**config.mk**
```make
export PLATFORM = sky130hd
export DESIGN_NAME = wb_port_arbiter
export DESIGN_NICKNAME = d
export VERILOG_FILES = /design/src/rtl/wb_port_arbiter.sv
export SDC_FILE = /design/constraint.sdc
export NUM_CORES = 1
export LEC_CHECK = 0
export ABC_AREA = 1
export BUFFER_PORTS_ARGS = -buffer_cell sky130_fd_sc_hd__buf_2
export CAP_MARGIN = 30
export CORE_UTILIZATION = 58
export DETAILED_ROUTE_END_ITERATION = 7
export PLACE_DENSITY_LB_ADDON = 0.08
export SLEW_MARGIN = 5
export SYNTH_ARGS = -nofsm -noshare
export SYNTH_HDL_FRONTEND = slang
export SYNTH_SLANG_ARGS = --single-unit
```
**constraint.sdc**
```tcl
create_clock -name clock -period 4.4 [get_ports clock]
set_input_delay 0.88 -clock clock [delete_from_list [all_inputs] [get_ports clock]]
set_output_delay 0.88 -clock clock [all_outputs]
set_load 0.01 [all_outputs]
```
**src/rtl/wb_port_arbiter.sv**
```systemverilog
// Shares the single register-file write port between pipeline writeback and a
// 2-entry buffer of long-latency load responses, with starvation-forced drain.
module wb_port_arbiter #(
  parameter int CORE         = 0,
  parameter int DATA_WIDTH   = 32,
  parameter int ADDRESS_BITS = 20,
  parameter int STARVE_LIMIT = 4
) (
  input  logic                  clock,
  input  logic                  reset,
  input  logic                  wb_regWrite,
  input  logic [4:0]            wb_rd,
  input  logic [DATA_WIDTH-1:0] wb_write_data,
  input  logic                  mem_resp_valid,
  input  logic [4:0]            mem_resp_rd,
  input  logic [DATA_WIDTH-1:0] mem_resp_data,
  output logic                  mem_resp_ready,
  output logic                  rf_write,
  output logic [4:0]            rf_write_reg,
  output logic [DATA_WIDTH-1:0] rf_write_data,
  output logic                  wb_stall,
  output logic [1:0]            fifo_count
);

  typedef enum logic {NORMAL, DRAIN} state_t;

  state_t                       state_q, state_d;
  logic [1:0][4:0]              ent_rd_q, ent_rd_d;
  logic [1:0][DATA_WIDTH-1:0]   ent_data_q, ent_data_d;
  logic [1:0]                   ent_kill_q, ent_kill_d;
  logic                         wr_ptr_q, wr_ptr_d;
  logic                         rd_ptr_q, rd_ptr_d;
  logic [1:0]                   count_q, count_d;
  logic [3:0]                   starve_q, starve_d;
  logic                         rf_write_q, rf_write_d;
  logic [4:0]                   rf_write_reg_q, rf_write_reg_d;
  logic [DATA_WIDTH-1:0]        rf_write_data_q, rf_write_data_d;
  logic                         wb_stall_q, wb_stall_d;

  logic live, push, pop, grant_pipe;

  logic unused_params;
  assign unused_params = (CORE != 0) ^ (ADDRESS_BITS != 0);

  assign mem_resp_ready = (count_q != 2'd2);

  always_comb begin
    live       = wb_regWrite && (wb_rd != 5'd0) && !wb_stall_q;
    push       = mem_resp_valid && mem_resp_ready && (mem_resp_rd != 5'd0);
    grant_pipe = (state_q == NORMAL) && live;
    pop        = !grant_pipe && (count_q != 2'd0);

    state_d         = state_q;
    ent_rd_d        = ent_rd_q;
    ent_data_d      = ent_data_q;
    ent_kill_d      = ent_kill_q;
    wr_ptr_d        = wr_ptr_q;
    rd_ptr_d        = rd_ptr_q;
    starve_d        = starve_q;
    rf_write_d      = 1'b0;
    rf_write_reg_d  = 5'd0;
    rf_write_data_d = '0;

    if (grant_pipe) begin
      rf_write_d      = 1'b1;
      rf_write_reg_d  = wb_rd;
      rf_write_data_d = wb_write_data;
      // Older buffered results to the same register must never land afterwards.
      for (int i = 0; i < 2; i++)
        if (ent_rd_q[i] == wb_rd) ent_kill_d[i] = 1'b1;
    end else if (pop) begin
      rf_write_d = !ent_kill_q[rd_ptr_q];
      if (!ent_kill_q[rd_ptr_q]) begin
        rf_write_reg_d  = ent_rd_q[rd_ptr_q];
        rf_write_data_d = ent_data_q[rd_ptr_q];
      end
      rd_ptr_d = ~rd_ptr_q;
    end

    // Applied after the kill scan so a same-cycle response stays live.
    if (push) begin
      ent_rd_d[wr_ptr_q]   = mem_resp_rd;
      ent_data_d[wr_ptr_q] = mem_resp_data;
      ent_kill_d[wr_ptr_q] = 1'b0;
      wr_ptr_d             = ~wr_ptr_q;
    end

    count_d = count_q + 2'(push) - 2'(pop);

    if (count_q == 2'd0 || pop) starve_d = 4'd0;
    else if (starve_q != 4'd15) starve_d = starve_q + 4'd1;

    if (state_q == NORMAL) begin
      if (count_d == 2'd2 || starve_d >= 4'(STARVE_LIMIT)) state_d = DRAIN;
    end else if (count_d == 2'd0) begin
      state_d = NORMAL;
    end

    wb_stall_d = (state_d == DRAIN);
  end

  always_ff @(posedge clock) begin
    if (reset) begin
      state_q         <= NORMAL;
      ent_rd_q        <= '0;
      ent_data_q      <= '0;
      ent_kill_q      <= '0;
      wr_ptr_q        <= 1'b0;
      rd_ptr_q        <= 1'b0;
      count_q         <= 2'd0;
      starve_q        <= 4'd0;
      rf_write_q      <= 1'b0;
      rf_write_reg_q  <= 5'd0;
      rf_write_data_q <= '0;
      wb_stall_q      <= 1'b0;
    end else begin
      state_q         <= state_d;
      ent_rd_q        <= ent_rd_d;
      ent_data_q      <= ent_data_d;
      ent_kill_q      <= ent_kill_d;
      wr_ptr_q        <= wr_ptr_d;
      rd_ptr_q        <= rd_ptr_d;
      count_q         <= count_d;
      starve_q        <= starve_d;
      rf_write_q      <= rf_write_d;
      rf_write_reg_q  <= rf_write_reg_d;
      rf_write_data_q <= rf_write_data_d;
      wb_stall_q      <= wb_stall_d;
    end
  end

  assign rf_write      = rf_write_q;
  assign rf_write_reg  = rf_write_reg_q;
  assign rf_write_data = rf_write_data_q;
  assign wb_stall      = wb_stall_q;
  assign fifo_count    = count_q;

endmodule

```
# Word level (Yosys, flattened, before mapping)

Index checks and enable logic that the tools add are counted.

Bits in registers: 123
Logic and storage cells: 80
Output and inout port bits: 42

$lt $le $gt $ge: 4
Equality and inequality tests: 5
Multiplexer cells: 31
Add/sub/neg operators: 3
Reductions and logical operators: 18
Bitwise operators: 6

Operators by type and width:

| cell                  | count |
|---|---|
| $mux W32              | 6 |
| $bwmux W64            | 1 |
| $demux W32 S1         | 1 |
| $mux W5               | 6 |
| $bwmux W10            | 1 |
| $eq A5 B5 Y1          | 2 |
| $mux W1               | 10 |
| $reduce_bool A5 Y1    | 2 |
| $mux W4               | 2 |
| $logic_and A1 B1 Y1   | 7 |
| $demux W5 S1          | 1 |
| $add A4 B1 Y4 const B | 1 |
| $ge A4 B3 Y1 const B  | 1 |
| $logic_not A2 Y1      | 2 |
| $lt A1 B2 Y1 const B  | 2 |
| $mux W2               | 2 |
| $ne A4 B4 Y1 const B  | 1 |
| $not A1 Y1            | 4 |
| $logic_not A1 Y1      | 3 |
| $add A2 B1 Y2         | 1 |
| $and A2 B2 Y2         | 1 |
| $eq A2 B2 Y1 const B  | 1 |
| $logic_or A1 B1 Y1    | 2 |
| $ne A2 B2 Y1 const B  | 1 |
| other kinds (6)       | 6 |

# Depth between registers and ports, before layout

Depth in word-level cells: 12
Mapped depth: 16
Depth with buffers taken out: 16

# Worst setup path after synthesis

No wires, ideal clock.

Kind: input to register
From: in wb_regWrite
To: reg wb_stall_q (netlist: wb_stall)
Buffers on the path: 0
Path slack: 2.113 ns
Data arrival time: 2.155 ns
Data required time: 4.268 ns
Library setup time: 0.132 ns
Stages: 16
Cells stage by stage: inv_1 -> nor2_1 -> nand2_2 -> nand2_1 -> inv_1 -> ha_1 -> inv_1 -> ha_1 -> inv_1 -> nand2_1 -> nand2_1 -> nand2_1 -> nand3_1 -> nand2_1 -> inv_1 -> a21oi_1

Word-level cells in the longest chain between the ends: 11

Ends and longest elaborated chain:

| what                                  | line | RTL |
|---|---|---|
| start, declared                       | 11   | `input logic wb_regWrite,` |
| $logic_and A1 B1 Y1 (*) (2 in series) | 48   | `live = wb_regWrite && (wb_rd != 5'd0) && !wb_stall_q;` |
| $logic_and A1 B1 Y1 (*)               | 50   | `grant_pipe = (state_q == NORMAL) && live;` |
| $logic_not A1 Y1 (*)                  | 51   | `pop = !grant_pipe && (count_q != 2'd0);` |
| $logic_and A1 B1 Y1 (*)               | 51   |  |
| $logic_or A1 B1 Y1                    | 90   | `if (count_q == 2'd0 \|\| pop) starve_d = 4'd0;` |
| $mux W4                               | 90   |  |
| $ge A4 B3 Y1                          | 94   | `if (count_d == 2'd2 \|\| starve_d >= 4'(STARVE_LIMIT)) state_d = DRAIN;` |
| $logic_or A1 B1 Y1                    | 94   |  |
| $mux W1                               | 94   |  |
| $mux W1 (*)                           | 93   | `if (state_q == NORMAL) begin` |
| end signal, assigned                  | 128  | `wb_stall_q <= wb_stall_d;` |
| end, declared                         | 38   | `logic wb_stall_q, wb_stall_d;` |

Mark *: on every way between the ends. The rest lies on a longest branch, timed or not.
A chain may end at the register's enable or synchronous reset.

# Worst setup path in the final report

From: in mem_resp_rd[4]
To: reg ent_data_q[25] (netlist bit)

Word-level cells in the longest chain between the ends: 2

Ends and longest elaborated chain:

| what                 | line | RTL |
|---|---|---|
| start, declared      | 15   | `input logic [4:0] mem_resp_rd,` |
| $reduce_bool A5 Y1   | 49   | `push = mem_resp_valid && mem_resp_ready && (mem_resp_rd != 5'd0);` |
| $logic_and A1 B1 Y1  | 49   |  |
| end signal, assigned | 119  | `ent_data_q <= ent_data_d;` |
| end, declared        | 29   | `logic [1:0][DATA_WIDTH-1:0] ent_data_q, ent_data_d;` |

Every way passes these cells.

==> key figures <==
Detailed routing
  • Drt wl/cell: 13.8 microns
  • Via density: 5.36
  • Iter 0 DRT Violations: 241
  • Post-Route WL: 12900 microns
  • DR vias: 5000
  • Drc violations: 0
  • Post-route ant nets: 0
  • First drt pass iteration count: 4

Synthesis
  • Top_reg_cell synth: dfxtp_1
  • Largest family of logic cells by synthesized area: simple AND/OR/NAND/NOR gates
  • Sequential cell area fraction in the yosys report: 47.1%
  • Mapped Nets: 797
  • Yosys top cell area share: 47.1%
  • Count leader, synth: nand2_1
  • Post-synth top cells: nand2_1 (248), dfxtp_1 (123), a21oi_1 (117)
  • Largest area contributor in the netlist: dfxtp_1
  • EDFF count, synth: 0
  • XOR/XNOR Fraction of Synth Area: 2.01%
  • Ys Warns: 0
  • Synth Register Bits: 123
  • Post-synthesis adder-cell area fraction: 0.718%
  • Synth cell types: 22
  • Mapped Area: 0.00523 sq mm
  • Post-Syn Instances: 716
  • Area share of and/or/nand/nor cells after synthesis: 24.8%
  • Synth top area cells: dfxtp_1 (47%), nand2_1 (18%), a21oi_1 (11%)
  • Avg Cell Area, Syn: 7.30 sq um
  • Asr flop ratio synth: 0%
  • Post-synthesis compound-gate area fraction: 15.2%
  • Mux cell area share after synthesis: 0.192%

Cells and area
  • Fillcell total: 720
  • Layout cells sized above 1: 20.1%
  • Number of flip-flops in the largest register: 64
  • Fin area: 0.00631 sq mm
  • Area Overhead vs Synth: 20.8%
  • Final core occ: 72.4%
  • Top reg by flops: ent_data_q
  • # diodes: 0
  • Final nets: 892

Min path
  • Hold Path Depth: 2
  • Hold Path Class: register to register
  • Min-delay src: ent_kill_q[0]
  • Hold endpoint: ent_kill_q[0]

Timing
  • Max Transition Viols Final: 0
  • Final TNS setup: 0 ps
  • Worst-margin pin slew: 744 ps
  • Clock Skews: 7.91 ps
  • Fmax: 414 MHz
  • RSZ-0062 raised after global routing: no
  • Worst slew margin: 50.3%
  • Setup-failing EPs final: 0
  • Fin crit share: 54.9%
  • Final Critical Period: 2420 ps
  • Hold Violations, Final: 0

GRT
  • First-pass GRT wire length: 21300 microns
  • Vias in the first global route: 4708
  • Pin count of the biggest net entering global routing: 63
  • Overflow after GRT: 0
  • Initial antenna violation count: 0
  • All-Layer GR Usage: 27.6%

Critical path
  • Data required, critical path: 4760 ps
  • Critical Path Source: mem_resp_rd[4]
  • Crit Path Class: input port to register
  • Crit start category: input port
  • RR Endpoint: ent_data_q[25]
  • Max FO, Critical Path: 39
  • WP data arrival: 2780 ps
  • Worst setup EP type: register
  • R2R Setup Slk: 2210 ps
  • Reg2Reg Depth: 6
  • RR Startpoint: fifo_count[1]

Power
  • Flop pwr share: 37.9%
  • Sw Ratio: 32.3%
  • Final Power: 3.54 mW
  • Switch Pwr: 1.14 mW
  • Max VDD drop: 0.324 mV
  • Clock power frac: 39.9%
  • Int Pwr: 2.40 mW
  • PD cells: 561 mW/mm^2
  • Comb power frac: 22.3%
  • Lkg Pwr: 2.62 nW

Clock tree
  • Cts bufs inserted: 17
  • Clk root buf: clkbuf_8
  • Worst-path clk slew: 60 ps
  • Post-cts sizing count: 0
  • Skew-Pair Late Insertion Delay: 520 ps
  • TritonCTS clock tree: yes
  • Clock Tree Buf Depth: 2
  • H-tree depth: 4
  • Cts hold-fix bufs: 0
  • CTS Sinks: 123
  • Post-CTS setup buffer count: 0

Floorplan
  • Cell row count: 34
  • Io pins: 120
  • Die Y: 96.9 microns
  • Full die area: 0.00939 sq mm
  • Starting Density: 59.9%
  • Area of the core: 0.00872 sq mm
  • Chip Width: 96.9 microns

Place
  • Area after DPL: 0.00570 sq mm
  • Final GP Congestion: 0.808
  • Detail Placement HPWL: 7550 microns
  • Port bufs: 119

Outcome
  • Status: finished, final reports clean

Run
  • Max cap viols: 0
-- kinds of logic (layout without fill, tap and decap cells) --
kind of cell / count (synthesis) / in the layout
DFF: 123 / 123
muxes: 1 / 1
adders and majority gates: 3 / 3
and+or+nand+nor: 313 / 313
xor gates and xnor gates: 12 / 12
AOI/OAI and AO/OA: 157 / 157
buffers and inverters: 107 / 215
-- power groups by stage --
stage / clock network (mW) / registers (mW) / logic (mW)
6_report: 1.41 / 1.34 / 0.788
5_1_grt: 1.47 / 1.36 / 0.879
4_1_cts: 1.42 / 1.34 / 0.786
3_5_place_dp: 0 / 1.36 / 0.779
3_3_place_gp: 0 / 1.36 / 0.763
2_1_floorplan: 0 / 1.37 / 0.577
-- worst max path at each step --
stage | end | cells past startpoint | slack (ps)
2_1_floorplan | wb_stall | 16 | 2110
3_3_place_gp | ent_data_q[14] | 8 | 1540
3_5_place_dp | ent_data_q[25] | 8 | 1490
4_1_cts | ent_data_q[16] | 8 | 2000
5_1_grt | ent_rd_q[4] | 8 | 1870
6_report | ent_data_q[25] | 8 | 1980
-- layer usage --
metal,global-route usage (%),vias to the layer above,part of all wire [%]
met1,35.0,2281,42
met4,9.18,0,1.1
met2,46.3,198,49
met5,0,-,0
li1,-,2504,-
met3,6.43,17,7.4
-- metrics by stage --
step	hold slack (ps)	cells	setup WS, ps
finish	457	932	1980
detailed placement	449	900	1490
CTS	458	932	2000
global route	472	932	1870
floorplan	426	716	2110
global placement	439	900	1540
-- cells in the final DEF, fill, tap and decap left out, drive strengths merged --
cell type	n
nand2	249
clkinvlp	3
inv	57
a21boi	1
o21ai	39
buf	125
nand3	8
a21oi	117
nand4	38
nand3b	1
clkbuf	20
clkinv	7
xnor2	10
ha	3
mux2i	1
dfxtp	123
bufinv	3
nor2	17
xor2	2
-- layout make-up --
class | count | area [sq um] | share of cell area (%)
repair buffers | 125 | 643 | 10.2
inverters | 58 | 220 | 3.49
flip-flops and latches | 123 | 2460 | 39.0
multi-input cells | 486 | 2240 | 35.5
well taps | 108 | 135 | 2.14
clock inverters | 12 | 165 | 2.62
clock buffers | 20 | 445 | 7.06
-- worst max-delay path, stage by stage --
cell and delay [ps]:
buf_2 120, nor2_1 110, nand3b_1 170, nand3_2 90, buf_4 440, clkinv_2 630, nand2_1 230, a21oi_1 100
No activity file was read; power rests on OpenSTA's default activity.
